`src/rtl/rf_wport_arbiter.sv`:
```
// rtl/rf_wport_arbiter.sv - RF write-port arbiter between WB and a buffered MDU result FIFO
// Optional feature macro: RF_ARB_STARVE_GUARD_EN (starvation guard that stalls WB for the FIFO head)
module rf_wport_arbiter #(
    parameter int BUF_DEPTH    = 2,
    parameter int STARVE_LIMIT = 4
) (
    input  logic        clk,
    input  logic        resetn,
    input  logic        wb_valid,
    output logic        wb_ready,
    input  logic        wb_we,
    input  logic [4:0]  wb_waddr,
    input  logic [31:0] wb_wdata,
    input  logic [31:0] wb_pc,
    input  logic        md_valid,
    output logic        md_ready,
    input  logic [4:0]  md_waddr,
    input  logic [31:0] md_wdata,
    input  logic [31:0] md_pc,
    output logic        rf_we,
    output logic [4:0]  rf_waddr,
    output logic [31:0] rf_wdata,
    input  logic [4:0]  id_raddr1,
    input  logic [4:0]  id_raddr2,
    output logic        pend_hit1,
    output logic        pend_hit2,
    output logic [31:0] debug_wb_pc,
    output logic [3:0]  debug_wb_rf_wen,
    output logic [4:0]  debug_wb_rf_wnum,
    output logic [31:0] debug_wb_rf_wdata
);
    localparam int AW = $clog2(BUF_DEPTH);

    logic [4:0]  buf_waddr [BUF_DEPTH];
    logic [31:0] buf_wdata [BUF_DEPTH];
    logic [31:0] buf_pc    [BUF_DEPTH];
    logic [AW:0] wptr, rptr, count;
    logic        full, empty, push, pop, wb_grant;
    logic [BUF_DEPTH-1:0] entry_valid;

    assign empty    = (wptr == rptr);
    assign full     = (wptr[AW] != rptr[AW]) && (wptr[AW-1:0] == rptr[AW-1:0]);
    assign count    = wptr - rptr;
    assign md_ready = resetn & ~full;
    // Results for r0 are acknowledged to the MDU but never occupy a slot.
    assign push     = md_valid & md_ready & (md_waddr != 5'd0);
    assign wb_grant = resetn & wb_valid & wb_ready;
    assign pop      = resetn & ~wb_grant & ~empty;

`ifdef RF_ARB_STARVE_GUARD_EN
    logic [3:0] starve_cnt;

    assign wb_ready = ~resetn | (starve_cnt != 4'(STARVE_LIMIT));

    always_ff @(posedge clk) begin
        if (!resetn)
            starve_cnt <= 4'd0;
        else if (empty || pop)
            starve_cnt <= 4'd0;
        else if (starve_cnt != 4'(STARVE_LIMIT))
            starve_cnt <= starve_cnt + 4'd1;
    end
`else
    assign wb_ready = 1'b1;
`endif

    always_ff @(posedge clk) begin
        if (!resetn) begin
            wptr <= '0;
            rptr <= '0;
        end else begin
            if (push) begin
                buf_waddr[wptr[AW-1:0]] <= md_waddr;
                buf_wdata[wptr[AW-1:0]] <= md_wdata;
                buf_pc[wptr[AW-1:0]]    <= md_pc;
                wptr <= wptr + 1'b1;
            end
            if (pop)
                rptr <= rptr + 1'b1;
        end
    end

    // An entry is live when its distance from the read pointer is below the occupancy.
    always_comb begin
        entry_valid = '0;
        for (int i = 0; i < BUF_DEPTH; i++)
            entry_valid[i] = ({1'b0, i[AW-1:0] - rptr[AW-1:0]} < count);
    end

    always_comb begin
        pend_hit1 = 1'b0;
        pend_hit2 = 1'b0;
        for (int i = 0; i < BUF_DEPTH; i++) begin
            if (entry_valid[i] && buf_waddr[i] == id_raddr1) pend_hit1 = 1'b1;
            if (entry_valid[i] && buf_waddr[i] == id_raddr2) pend_hit2 = 1'b1;
        end
        if (!resetn || id_raddr1 == 5'd0) pend_hit1 = 1'b0;
        if (!resetn || id_raddr2 == 5'd0) pend_hit2 = 1'b0;
    end

    always_comb begin
        rf_we       = 1'b0;
        rf_waddr    = 5'd0;
        rf_wdata    = 32'd0;
        debug_wb_pc = 32'd0;
        if (wb_grant) begin
            rf_we       = wb_we;
            rf_waddr    = wb_waddr;
            rf_wdata    = wb_wdata;
            debug_wb_pc = wb_pc;
        end else if (pop) begin
            rf_we       = 1'b1;
            rf_waddr    = buf_waddr[rptr[AW-1:0]];
            rf_wdata    = buf_wdata[rptr[AW-1:0]];
            debug_wb_pc = buf_pc[rptr[AW-1:0]];
        end
    end

    assign debug_wb_rf_wen   = {4{rf_we}};
    assign debug_wb_rf_wnum  = rf_waddr;
    assign debug_wb_rf_wdata = rf_wdata;
endmodule

```
`config.mk`:
```
export PLATFORM = sky130hd
export DESIGN_NAME = rf_wport_arbiter
export DESIGN_NICKNAME = d
export VERILOG_FILES = /design/src/rtl/rf_wport_arbiter.sv
export SDC_FILE = /design/constraint.sdc
export NUM_CORES = 1
export LEC_CHECK = 0
export CAP_MARGIN = 20
export CORE_MARGIN = 4
export CORE_UTILIZATION = 35
export DETAILED_ROUTE_END_ITERATION = 10
export PLACE_DENSITY = 0.75
export SLEW_MARGIN = 20
export SYNTH_ARGS = -nofsm -noshare
export SYNTH_HDL_FRONTEND = slang
export SYNTH_SLANG_ARGS = --single-unit
```
`constraint.sdc`:
```
create_clock -name clk -period 8.35 [get_ports clk]
set_input_delay 2.0875 -clock clk [delete_from_list [all_inputs] [get_ports clk]]
set_output_delay 2.0875 -clock clk [all_outputs]
set_load 0.01 [all_outputs]
```
### Yosys cells after proc, flatten, opt, wreduce, memory -nomap -nowiden

Memory sizes are Yosys's and may differ from the RTL's. A register that Yosys moved wholly into a read port is not among the register bits.
Index checks and enable logic that the tools add are counted.

| storage, ports and cells | value |
|---|---|
| memories kept | 3 |
| register bits | 4 |
| RAM bits | 138 |
| word-level logic and storage cells | 62 |

| operators by class | value |
|---|---|
| eq/ne operators | 7 |
| bitwise gates (word level) | 9 |
| add/subtract/negate cells | 5 |
| $lt $le $gt $ge | 2 |
| reductions and logical operators | 11 |
| mux-type cells | 23 |

Memory list:

| memory | words | bits a word | read ports | clocked after Yosys merged registers in | write ports | RTL line | RTL |
|---|---|---|---|---|---|---|---|
| buf_pc | 2 | 32 | 1 | 1 | 1 | 36 | `logic [31:0] buf_pc [BUF_DEPTH];` |
| buf_wdata | 2 | 32 | 1 | 1 | 1 | 35 | `logic [31:0] buf_wdata [BUF_DEPTH];` |
| buf_waddr | 2 | 5 | 3 | 1 | 1 | 34 | `logic [4:0] buf_waddr [BUF_DEPTH];` |

Operators by type and width:

| kind | count |
|---|---|
| $mux W32 | 4 |
| $eq A5 B5 Y1 | 4 |
| $mux W1 | 17 |
| $logic_not A5 Y1 | 2 |
| $mux W5 | 2 |
| $and A1 B1 Y1 | 6 |
| $logic_and A1 B1 Y1 | 5 |
| $reduce_bool A5 Y1 | 1 |
| $add A2 B1 Y2 const B | 2 |
| $lt A1 B2 Y1 | 2 |
| $not A1 Y1 | 3 |
| $eq A2 B2 Y1 | 1 |
| $logic_or A1 B1 Y1 | 2 |
| $sub A1 B1 Y1 const A | 2 |
| $sub A2 B2 Y2 | 1 |
| $eq A1 B1 Y1 | 1 |
| $logic_not A1 Y1 | 1 |
| $ne A1 B1 Y1 | 1 |

### Logic depth before layout (Yosys ltp)

Gate-level depths: netlist of run 1.

| depth | value |
|---|---|
| depth in word-level cells | 9 |
| depth in mapped cells | 7 |
| gate-level depth less buffers | 7 |

### Worst setup path after synthesis of run 1

No wires, ideal clock.

| timing path | value |
|---|---|
| kind | input -> output |
| start point | input port resetn |
| end point | output port rf_wdata[12] |
| setup slack | 3.147 ns |
| arrival | 3.115 ns |
| required time | 6.262 ns |
| stages on the path | 6 |
| cells stage by stage | inv_1 a211o_1 buf_6 buf_6 o21ai_1 buf_4 |

| between the ends | value |
|---|---|
| longest elaborated chain between the ends | 6 |

Ends and longest elaborated chain:

| what | RTL line | RTL |
|---|---|---|
| from (decl) | 8 | `input logic resetn,` |
| $and A1 B1 Y1 | 47 | `assign wb_grant = resetn & wb_valid & wb_ready;` |
| $not A1 Y1 | 48 | `assign pop = resetn & ~wb_grant & ~empty;` |
| $and A1 B1 Y1 (2 in a row) | 48 |  |
| $mux W32 | 111 | `end else if (pop) begin` |
| $mux W32 (*) | 106 | `if (wb_grant) begin` |
| to (decl) | 22 | `output logic [31:0] rf_wdata,` |

Every way passes the cells marked *; elsewhere a longest branch is shown, timed or not.

### Worst setup path after layout of run 1

| timing path | value |
|---|---|
| start point | input port resetn |
| end point | output port debug_wb_rf_wdata[16] |

| between the ends | value |
|---|---|
| longest elaborated chain between the ends | 6 |

Ends and longest elaborated chain:

| what | RTL line | RTL |
|---|---|---|
| $and A1 B1 Y1 | 47 |  |
| $not A1 Y1 | 48 |  |
| $and A1 B1 Y1 (2 in a row) | 48 |  |
| $mux W32 | 111 |  |
| $mux W32 (*) | 106 |  |
| to (decl) | 30 | `output logic [31:0] debug_wb_rf_wdata` |

Marked as above.

==> impl_metrics.toml, run 1 <==
[synthesis]
ys_types = 29
synth_compound_gate_area_share_pct = 10.1
ys_warn_count = 0
yosys.area_share.simple_pct = 5.59
synthAdderAreaFrac_pct = 0.557
synth_top_family_by_area = "multiplexers"
syn_avg_cell_area_um2 = 14.0
synth_top_area_share_pct = 61.5
synth_area_leaders = "edfxtp_1, mux2i_1, o21ai_2"
synthArstFlopShare_pct = 0
yosysSeqAreaShare_pct = 63.0
synthMuxAreaShare_pct = 10.5
synth_area_leader_cell = "edfxtp_1"
yosysMostFrequentCell = "edfxtp_1"
ys_seq_elements = 143
synth_area_um2 = 6740
synth_edf_count = 138
synth_cells = 480
syn_nets = 636
synthXorXnorAreaFrac_pct = 2.86
synth_ff_type = "edfxtp_1"
synthTopCellsByCount = "edfxtp_1, nand2_1, mux2i_1"

[cells_and_area]
diodes = 0
num-nets-final = 858
areaGrowthSynthToFinish_pct = 46.4
finalInstanceArea_um2 = 9870
fin_util_pct = 52.4
drive_above_1_share_pct = 14.8
fillers = 1566

[pwr]
switching_share_pct = 25.2
switching_power_mw = 0.506
combPwrFrac_pct = 20.6
p_leak_nw = 3.22
cellPowerDensity_nw_per_um2 = 204
power_frac_clock_pct = 36.3
pwr-share-seq_pct = 43.1
ir_worst_vdd_mv = 0.127
intPower_mw = 1.50

[min_path]
hold_end = "wptr[0]"
min_path_type = "register to register"
holdPathStages = 1
min-delay-start = "wptr[0]"

[sta]
worstMarginPinSlew_ns = 0.992
fmax_mhz = 147
rsz0062_at_grt = "false"
finalHoldViolCount = 0
finalSetupTns_ns = 0
period_share_pct = 81.6
finalSetupViolCount = 0
slew_violations = 0
skew_ns = 0.00544
timing.slew.headroom_pct = 33.9
setup_ws_ns = 1.53
min_period_ns = 6.82

[grt]
grt_pass1_vias = 4882
grt_pass1_wl_um = 25500
grt_usage_pct = 15.0
grt_max_degree = 70
overflow = 0
grt_antenna_before_repair = 0

[placement]
pre_cts_ws_ns = 1.45
place_hpwl_um = 11600
gp_congestion = 0.757
port_buffers = 266
placed_cell_area_um2 = 9300

[cts]
cts_root_buffer = "clkbuf_16"
cts_made_buffers = 17
cts_setup_buffers = 0
insertion_delay_ns = 0.40
cts.sinks = 143
cts.reportedPaths.clkPinSlew_ns = 0.06
cts_htree_levels = 4
postCtsResizedCells = 0
cts_buffer_depth = 2
cts_tree = "done"
ctsHoldBuffers = 0

[worst_setup_path]
r2r-start = "wptr[0]"
cp-start-kind = "input pin"
rr_endpoint = "buf_wdata[1][8]"
worstPathMaxFanout = 42
cp_data_arrival_time_ns = 4.73
cp.required_ns = 6.26
rr_worst_depth = 6
path_class = "input pin to output port"
cp-end-kind = "output port"
reg2reg_slack_ns = 5.73

[route]
ant_nets = 0
routed_via_density = 4.62
wl_per_cell_um = 16.7
route.detailed.drc = 0
initialDrtViolationCount = 152
routed_wl_um = 16200
vias = 4507
dr.pass1.iters = 4

[outcome]
status = "completed"

[die]
coreArea_um2 = 18800
io_pins = 268
die_area_um2 = 21500
initial_core_util_pct = 35.8
die_w_um = 147
rows = 50
die_h_um = 147

[run]
drv_cap = 0
-- placed cells by master (no fill, tap or decap), types with 2 or more instances in the layout --
cell / synthesis / routed
nand4_1: 4 / 4
o21ai_2: 67 / 67
ha_1: 3 / 3
o221a_2: 2 / 2
clkdlybuf4s50_1: 0 / 266
or3_1: 2 / 2
o21ai_1: 2 / 2
nand2_1: 72 / 72
clkinv_1: 0 / 3
and2_4: 0 / 2
xnor2_1: 18 / 18
bufinv_16: 0 / 2
dfxtp_1: 5 / 4
edfxtp_1: 138 / 138
buf_4: 43 / 3
or4_1: 2 / 2
inv_1: 5 / 5
inv_6: 0 / 2
xor2_1: 4 / 4
mux2i_1: 71 / 71
nor2_1: 4 / 4
nor3_1: 4 / 4
clkinvlp_4: 0 / 6
clkbuf_16: 0 / 17
-- metrics by stage --
| step | instances | power, mW | hold slack, ns |
|---|---|---|---|
| after detailed placement | 943 | 1.30 | 0.531 |
| after global routing | 975 | 2.10 | 0.614 |
| after floorplan | 480 | 1.11 | 0.478 |
| final | 975 | 2.01 | 0.552 |
| after global placement | 943 | 1.29 | 0.498 |
| after CTS | 975 | 2.04 | 0.553 |
-- power groups by stage --
stage / Combinational, mW / Clock (mW) / Sequential [mW]
finish: 0.414 / 0.729 / 0.866
global route: 0.447 / 0.778 / 0.871
CTS: 0.423 / 0.747 / 0.867
detailed placement: 0.420 / 0 / 0.882
global placement: 0.412 / 0 / 0.879
floorplan: 0.241 / 0 / 0.865
-- metal layers --
layer  part of all wire, %  vias to the layer above  routed length (um)  track usage (%)
met5                     0                        -                   0                0
met4                   1.4                        0                 225             4.14
met3                   7.1                       18                1150             4.94
met2                    52                      167                8410             26.8
met1                    40                     2146                6460             17.3
li1                      -                     2176                   -                -
-- layout make-up --
type	count	area, um^2	share of cell area [%]
Clock buffer	18	429	4.35
Clock inverter	14	143	1.45
Inverter	5	18.8	0.190
Multi-Input combinational cell	266	2020	20.5
Sequential cell	143	4250	43.1
Tap cell	260	325	3.30
Timing Repair Buffer	269	2690	27.2
-- worst max-delay path, cell delays in order --
cell             delay, ns
clkdlybuf4s50_1       0.64
and2_2                0.75
buf_4                 0.44
nand2_1               0.12
o21ai_2               0.09
clkdlybuf4s50_1       0.56
-- registers in the layout (all words and copies together) (netlist names), named ones only --
register and cells:
wptr 2, buf_wdata 64, buf_waddr 10, buf_pc 64, rptr 2
-- how the worst max path moves through the flow --
stage / from / end / slack (ns) / cells past startpoint
5_1_grt: resetn / debug_wb_rf_wnum[0] / 1.34 / 6
6_report: resetn / debug_wb_rf_wdata[16] / 1.53 / 6
3_3_place_gp: resetn / debug_wb_rf_wdata[16] / 1.59 / 6
2_1_floorplan: resetn / rf_wdata[12] / 3.15 / 6
4_1_cts: resetn / debug_wb_rf_wdata[16] / 1.45 / 6
3_5_place_dp: resetn / debug_wb_rf_wdata[16] / 1.45 / 6
-- kinds of logic (layout without fill, tap and decap cells) --
group                    after synthesis  after routing
AO/OA/AOI/OAI                         78             78
XOR/XNOR                              22             22
flip-flops                           143            143
AND/OR/NAND/NOR                       91             91
buffers and inverters                 71            306
multiplexers                          71             71
other                                  1              1
adder cells (fa/ha/maj)                3              3
No activity file was read; power rests on OpenSTA's default activity.
==> run 2, diff against run 1 <==
--- a/config.mk
+++ b/config.mk
@@ -9,7 +9,7 @@
 export CORE_MARGIN = 4
 export CORE_UTILIZATION = 35
 export DETAILED_ROUTE_END_ITERATION = 10
-export PLACE_DENSITY = 0.75
+export PLACE_DENSITY = 0.77
 export SLEW_MARGIN = 20
 export SYNTH_ARGS = -nofsm -noshare
 export SYNTH_HDL_FRONTEND = slang
==> constraint.sdc (replaced) <==
create_clock -name clk -period 5.85 [get_ports clk]
set_input_delay 1.4625 -clock clk [delete_from_list [all_inputs] [get_ports clk]]
set_output_delay 1.4625 -clock clk [all_outputs]
set_load 0.01 [all_outputs]
==> impl_metrics.toml, run 2 (same netlist as run 1, synthesis figures left out) <==
[outcome]
status = "completed"

[die]
rows = 50
io_pins = 268
coreArea_um2 = 18800
die_h_um = 147
die_area_um2 = 21500
initial_core_util_pct = 35.8
die_w_um = 147

[placement]
placed_cell_area_um2 = 9340
gp_congestion = 0.773
placedCellCount = 946
port_buffers = 266
pre_cts_ws_ns = 0.717
place_hpwl_um = 11300

[grt]
grt_max_degree = 70
grt_pass1_wl_um = 24400
overflow = 0
grt_antenna_before_repair = 1
grt_usage_pct = 14.5
grt_pass1_vias = 4643

[sta]
period_share_pct = 87.4
rsz0062_at_grt = "false"
finalSetupTns_ns = 0
worstMarginPinSlew_ns = 1.03
timing.slew.headroom_pct = 31.3
setup_ws_ns = 0.737
fmax_mhz = 196
min_period_ns = 5.11
skew_ns = 0.00953
finalSetupViolCount = 0
slew_violations = 0
finalHoldViolCount = 0

[cells_and_area]
layout_common_cells = "clkdlybuf4s50_1, edfxtp_1, nand2_1"
final_common_cell = "clkdlybuf4s50_1"
drive_above_1_share_pct = 15.3
finalInstanceArea_um2 = 9920
stdcell_count = 979
num-nets-final = 861
areaGrowthSynthToFinish_pct = 47.2

[cts]
cts_tree = "done"
cts_htree_levels = 4
postCtsResizedCells = 0
cts_setup_buffers = 0
ctsHoldBuffers = 0
cts.reportedPaths.clkPinSlew_ns = 0.06
cts_made_buffers = 17
cts.sinks = 143
insertion_delay_ns = 0.41
cts_root_buffer = "clkbuf_16"
cts_buffer_depth = 2

[pwr]
cellPowerDensity_nw_per_um2 = 289
p_leak_nw = 3.26
ir_worst_vdd_mv = 0.191

[min_path]
hold_end = "wptr[0]"
min_path_type = "register to register"
holdPathStages = 2
min-delay-start = "wptr[0]"

[route]
route.detailed.drc = 0
routed_wl_um = 15800
vias = 4451
wl_per_cell_um = 16.1
dr.pass1.iters = 4
initialDrtViolationCount = 117
routed_via_density = 4.55
ant_nets = 0

[worst_setup_path]
cp-start-kind = "input pin"
r2r-start = "wptr[0]"
crit_top_cell = "clkdlybuf4s50_1"
worstPathMaxFanout = 28
cp-end-kind = "output port"
crit_path_max_incr_delay_ns = 0.55
path_class = "input pin to output port"
cp.required_ns = 4.39
critPathSlowestCell = "clkdlybuf4s50_1"
rr_worst_depth = 6
cp_data_arrival_time_ns = 3.65
rr_endpoint = "buf_wdata[0][8]"
path_cells = "clkdlybuf4s50_1 > inv_1 > a211o_4 > buf_4 > o21ai_2 > clkdlybuf4s50_1"
reg2reg_slack_ns = 3.24

[run]
drv_cap = 0
run 2: cell types whose count changed in the layout (fill, tap and decap cells not counted), sizes merged:
cell / delta
clkinvlp: -3
inv: -1
diode: +1
clkinv: +4
buf: +3
run 2: stage by stage:
step	utilization (%)	hold slack, ns	power [mW]
global route	52.7	0.582	3.00
detailed placement	49.6	0.523	1.86
global placement	49.6	0.515	1.86
floorplan	-	0.478	1.58
finish	52.7	0.533	2.87
CTS	52.7	0.534	2.91
run 2: final cells by class:
class / instances / area (um^2)
Clock inverter: 14 / 144
Fill cell: 1581 / 8910
Clock buffer: 18 / 429
Multi-Input combinational cell: 266 / 2020
Inverter: 5 / 18.8
Timing Repair Buffer: 272 / 2730
Sequential cell: 143 / 4250
Antenna cell: 1 / 2.50
Tap cell: 260 / 325
run 2: metal layers:
layer	track usage, %	vias up	wire, um
li1	-	2182	-
met1	17.1	2081	6470
met2	25.2	170	8000
met3	4.04	18	1070
met4	5.60	0	243
met5	0	-	0
run 2: critical path, delay by kind of cell:
kind	cells	cell delay [ns]
AOI/OAI and AO/OA	2	0.68
buffers and inverters	4	1.48
run 2: how the worst max path moves through the flow:
| stage | start | endpoint | slack [ns] |
|---|---|---|---|
| after floorplan | resetn | rf_wdata[12] | 1.90 |
| after global placement | resetn | debug_wb_pc[20] | 0.74 |
| after detailed placement | resetn | debug_wb_pc[19] | 0.72 |
| after CTS | resetn | debug_wb_pc[14] | 0.71 |
| after global routing | resetn | debug_wb_pc[20] | 0.59 |
| final | resetn | debug_wb_pc[15] | 0.74 |
run 2: where the power goes:
group / internal, mW / switching, mW / total (mW)
clock: 0.626 / 0.411 / 1.04
sequential: 1.20 / 0.0458 / 1.24
combinational: 0.329 / 0.261 / 0.589
total: 2.15 / 0.718 / 2.87
==> run 3, diff against run 2 <==
--- a/config.mk
+++ b/config.mk
@@ -9,7 +9,9 @@
 export CORE_MARGIN = 4
 export CORE_UTILIZATION = 35
 export DETAILED_ROUTE_END_ITERATION = 10
-export PLACE_DENSITY = 0.77
+export DONT_BUFFER_PORTS = 1
+export HOLD_SLACK_MARGIN = 0.12
+export PLACE_DENSITY = 0.57
 export SLEW_MARGIN = 20
 export SYNTH_ARGS = -nofsm -noshare
 export SYNTH_HDL_FRONTEND = slang
==> constraint.sdc (replaced) <==
create_clock -name clk -period 5.39 [get_ports clk]
set_input_delay 1.3475 -clock clk [delete_from_list [all_inputs] [get_ports clk]]
set_output_delay 1.3475 -clock clk [all_outputs]
set_load 0.01 [all_outputs]
==> impl_metrics.toml, run 3 (same netlist as run 1, synthesis figures left out) <==
[placement]
gp_congestion = 0.837
port_buffers = 0
placed_cell_area_um2 = 6630
place_hpwl_um = 9290

[route]
initialDrtViolationCount = 142
vias = 3497
ant_nets = 0
route.detailed.drc = 0
routed_wl_um = 13800
routed_via_density = 4.93
wl_met3_um = 1230
wl_met1_um = 5410
wl_per_cell_um = 19.5
dr.pass1.iters = 4
highest-signal-layer = "met4"
wl_met2_um = 6970

[outcome]
status = "completed"

[worst_setup_path]
path_class = "input pin to output port"
path_cells = "inv_1 > a211o_4 > buf_4 > o21ai_2"
rr_worst_depth = 6
cp_data_arrival_time_ns = 2.88
cp-end-kind = "output port"
reg2reg_slack_ns = 2.65
rr_endpoint = "buf_pc[0][15]"
crit_path_max_incr_delay_ns = 0.60
worstPathMaxFanout = 39
critPathSlowestCell = "buf_4"
cp.required_ns = 4.04
cp-start-kind = "input pin"
r2r-start = "wptr[0]"

[pwr]
cellPowerDensity_nw_per_um2 = 392
ir_worst_vdd_mv = 0.207
combPwrFrac_pct = 12.3
p_total_mw = 2.83
p_leak_nw = 2.23
switching_power_mw = 0.731
switching_share_pct = 25.9
power_frac_clock_pct = 40.0
pwr-share-seq_pct = 47.6
intPower_mw = 2.09

[run]
drv_cap = 0

[cts]
cts.sinks = 143
cts_made_buffers = 17
cts.reportedPaths.clkPinSlew_ns = 0.06
cts_setup_buffers = 0
cts_htree_levels = 4
cts_tree = "done"
ctsHoldBuffers = 0
insertion_delay_ns = 0.41
postCtsResizedCells = 0
cts_buffer_depth = 2
cts_root_buffer = "clkbuf_16"

[die]
rows = 50
die_area_um2 = 21500
die_w_um = 147
initial_core_util_pct = 35.8
io_pins = 268
die_h_um = 147
coreArea_um2 = 18800

[sta]
min_period_ns = 4.23
period_share_pct = 78.4
slew_violations = 0
finalSetupTns_ns = 0
finalSetupViolCount = 0
worstMarginPinSlew_ns = 1.03
finalHoldViolCount = 0
rsz0062_at_grt = "false"
fmax_mhz = 237
timing.slew.headroom_pct = 31.3
skew_ns = 0.0125

[grt]
grt_max_degree = 70
grt_pass1_vias = 3729
grt_usage_pct = 12.8
grt_pass1_wl_um = 21100
grt_antenna_before_repair = 0
overflow = 0

[cells_and_area]
drive_above_1_share_pct = 23.8
fillers = 1746
areaGrowthSynthToFinish_pct = 6.93
final_common_cell = "edfxtp_1"
final-seq-area_um2 = 4250
multi_input_area_um2 = 2020
num-nets-final = 592
fin_util_pct = 38.3
finalInstanceArea_um2 = 7200
layout_common_cells = "edfxtp_1, nand2_1, mux2i_1"
diodes = 0

[min_path]
holdPathStages = 1
min_path_type = "register to register"
hold_end = "rptr[1]"
min-delay-start = "rptr[1]"
run 3: cell type report:
cell class / count / area share (%)
Inverter: 5 / 0.261
Tap cell: 260 / 4.52
Multi-Input combinational cell: 266 / 28.0
Clock inverter: 13 / 1.93
Sequential cell: 143 / 59.0
Timing Repair Buffer: 3 / 0.313
Clock buffer: 19 / 6.01
run 3: critical path, delay by kind of cell:
family / cells / cell delay (ns)
AOI/OAI and AO/OA: 2 / 0.73
buffers and inverters: 2 / 0.69
run 3: power by group through the flow:
stage                     logic [mW]  registers (mW)  clock network, mW
after global routing           0.385            1.36               1.22
final                          0.349            1.35               1.13
after detailed placement       0.360            1.37                  0
after floorplan                0.373            1.34                  0
after global placement         0.354            1.37                  0
after CTS                      0.361            1.35               1.16
run 3: stage by stage:
| stage | hold slack, ns | std cells | setup WS [ns] |
|---|---|---|---|
| floorplan | 0.478 | 480 | 1.58 |
| global placement | 0.502 | 677 | 1.16 |
| detailed placement | 0.511 | 677 | 1.12 |
| CTS | 0.527 | 709 | 1.12 |
| global route | 0.554 | 709 | 1.01 |
| finish | 0.521 | 709 | 1.16 |
run 3: worst max-delay path by stage:
| stage | startpoint | end | cells past startpoint |
|---|---|---|---|
| after floorplan | resetn | buf_pc[0][0] | 3 |
| after global placement | resetn | debug_wb_rf_wdata[25] | 4 |
| after detailed placement | resetn | rf_waddr[2] | 4 |
| after CTS | resetn | rf_waddr[2] | 4 |
| after global routing | resetn | debug_wb_rf_wnum[2] | 4 |
| final | resetn | debug_wb_rf_wnum[1] | 4 |
run 3: routing by layer:
layer	vias up	global-route usage (%)
met3	13	5.12
met2	167	22.1
met4	0	5.27
met1	1682	14.0
li1	1635	-
met5	-	0
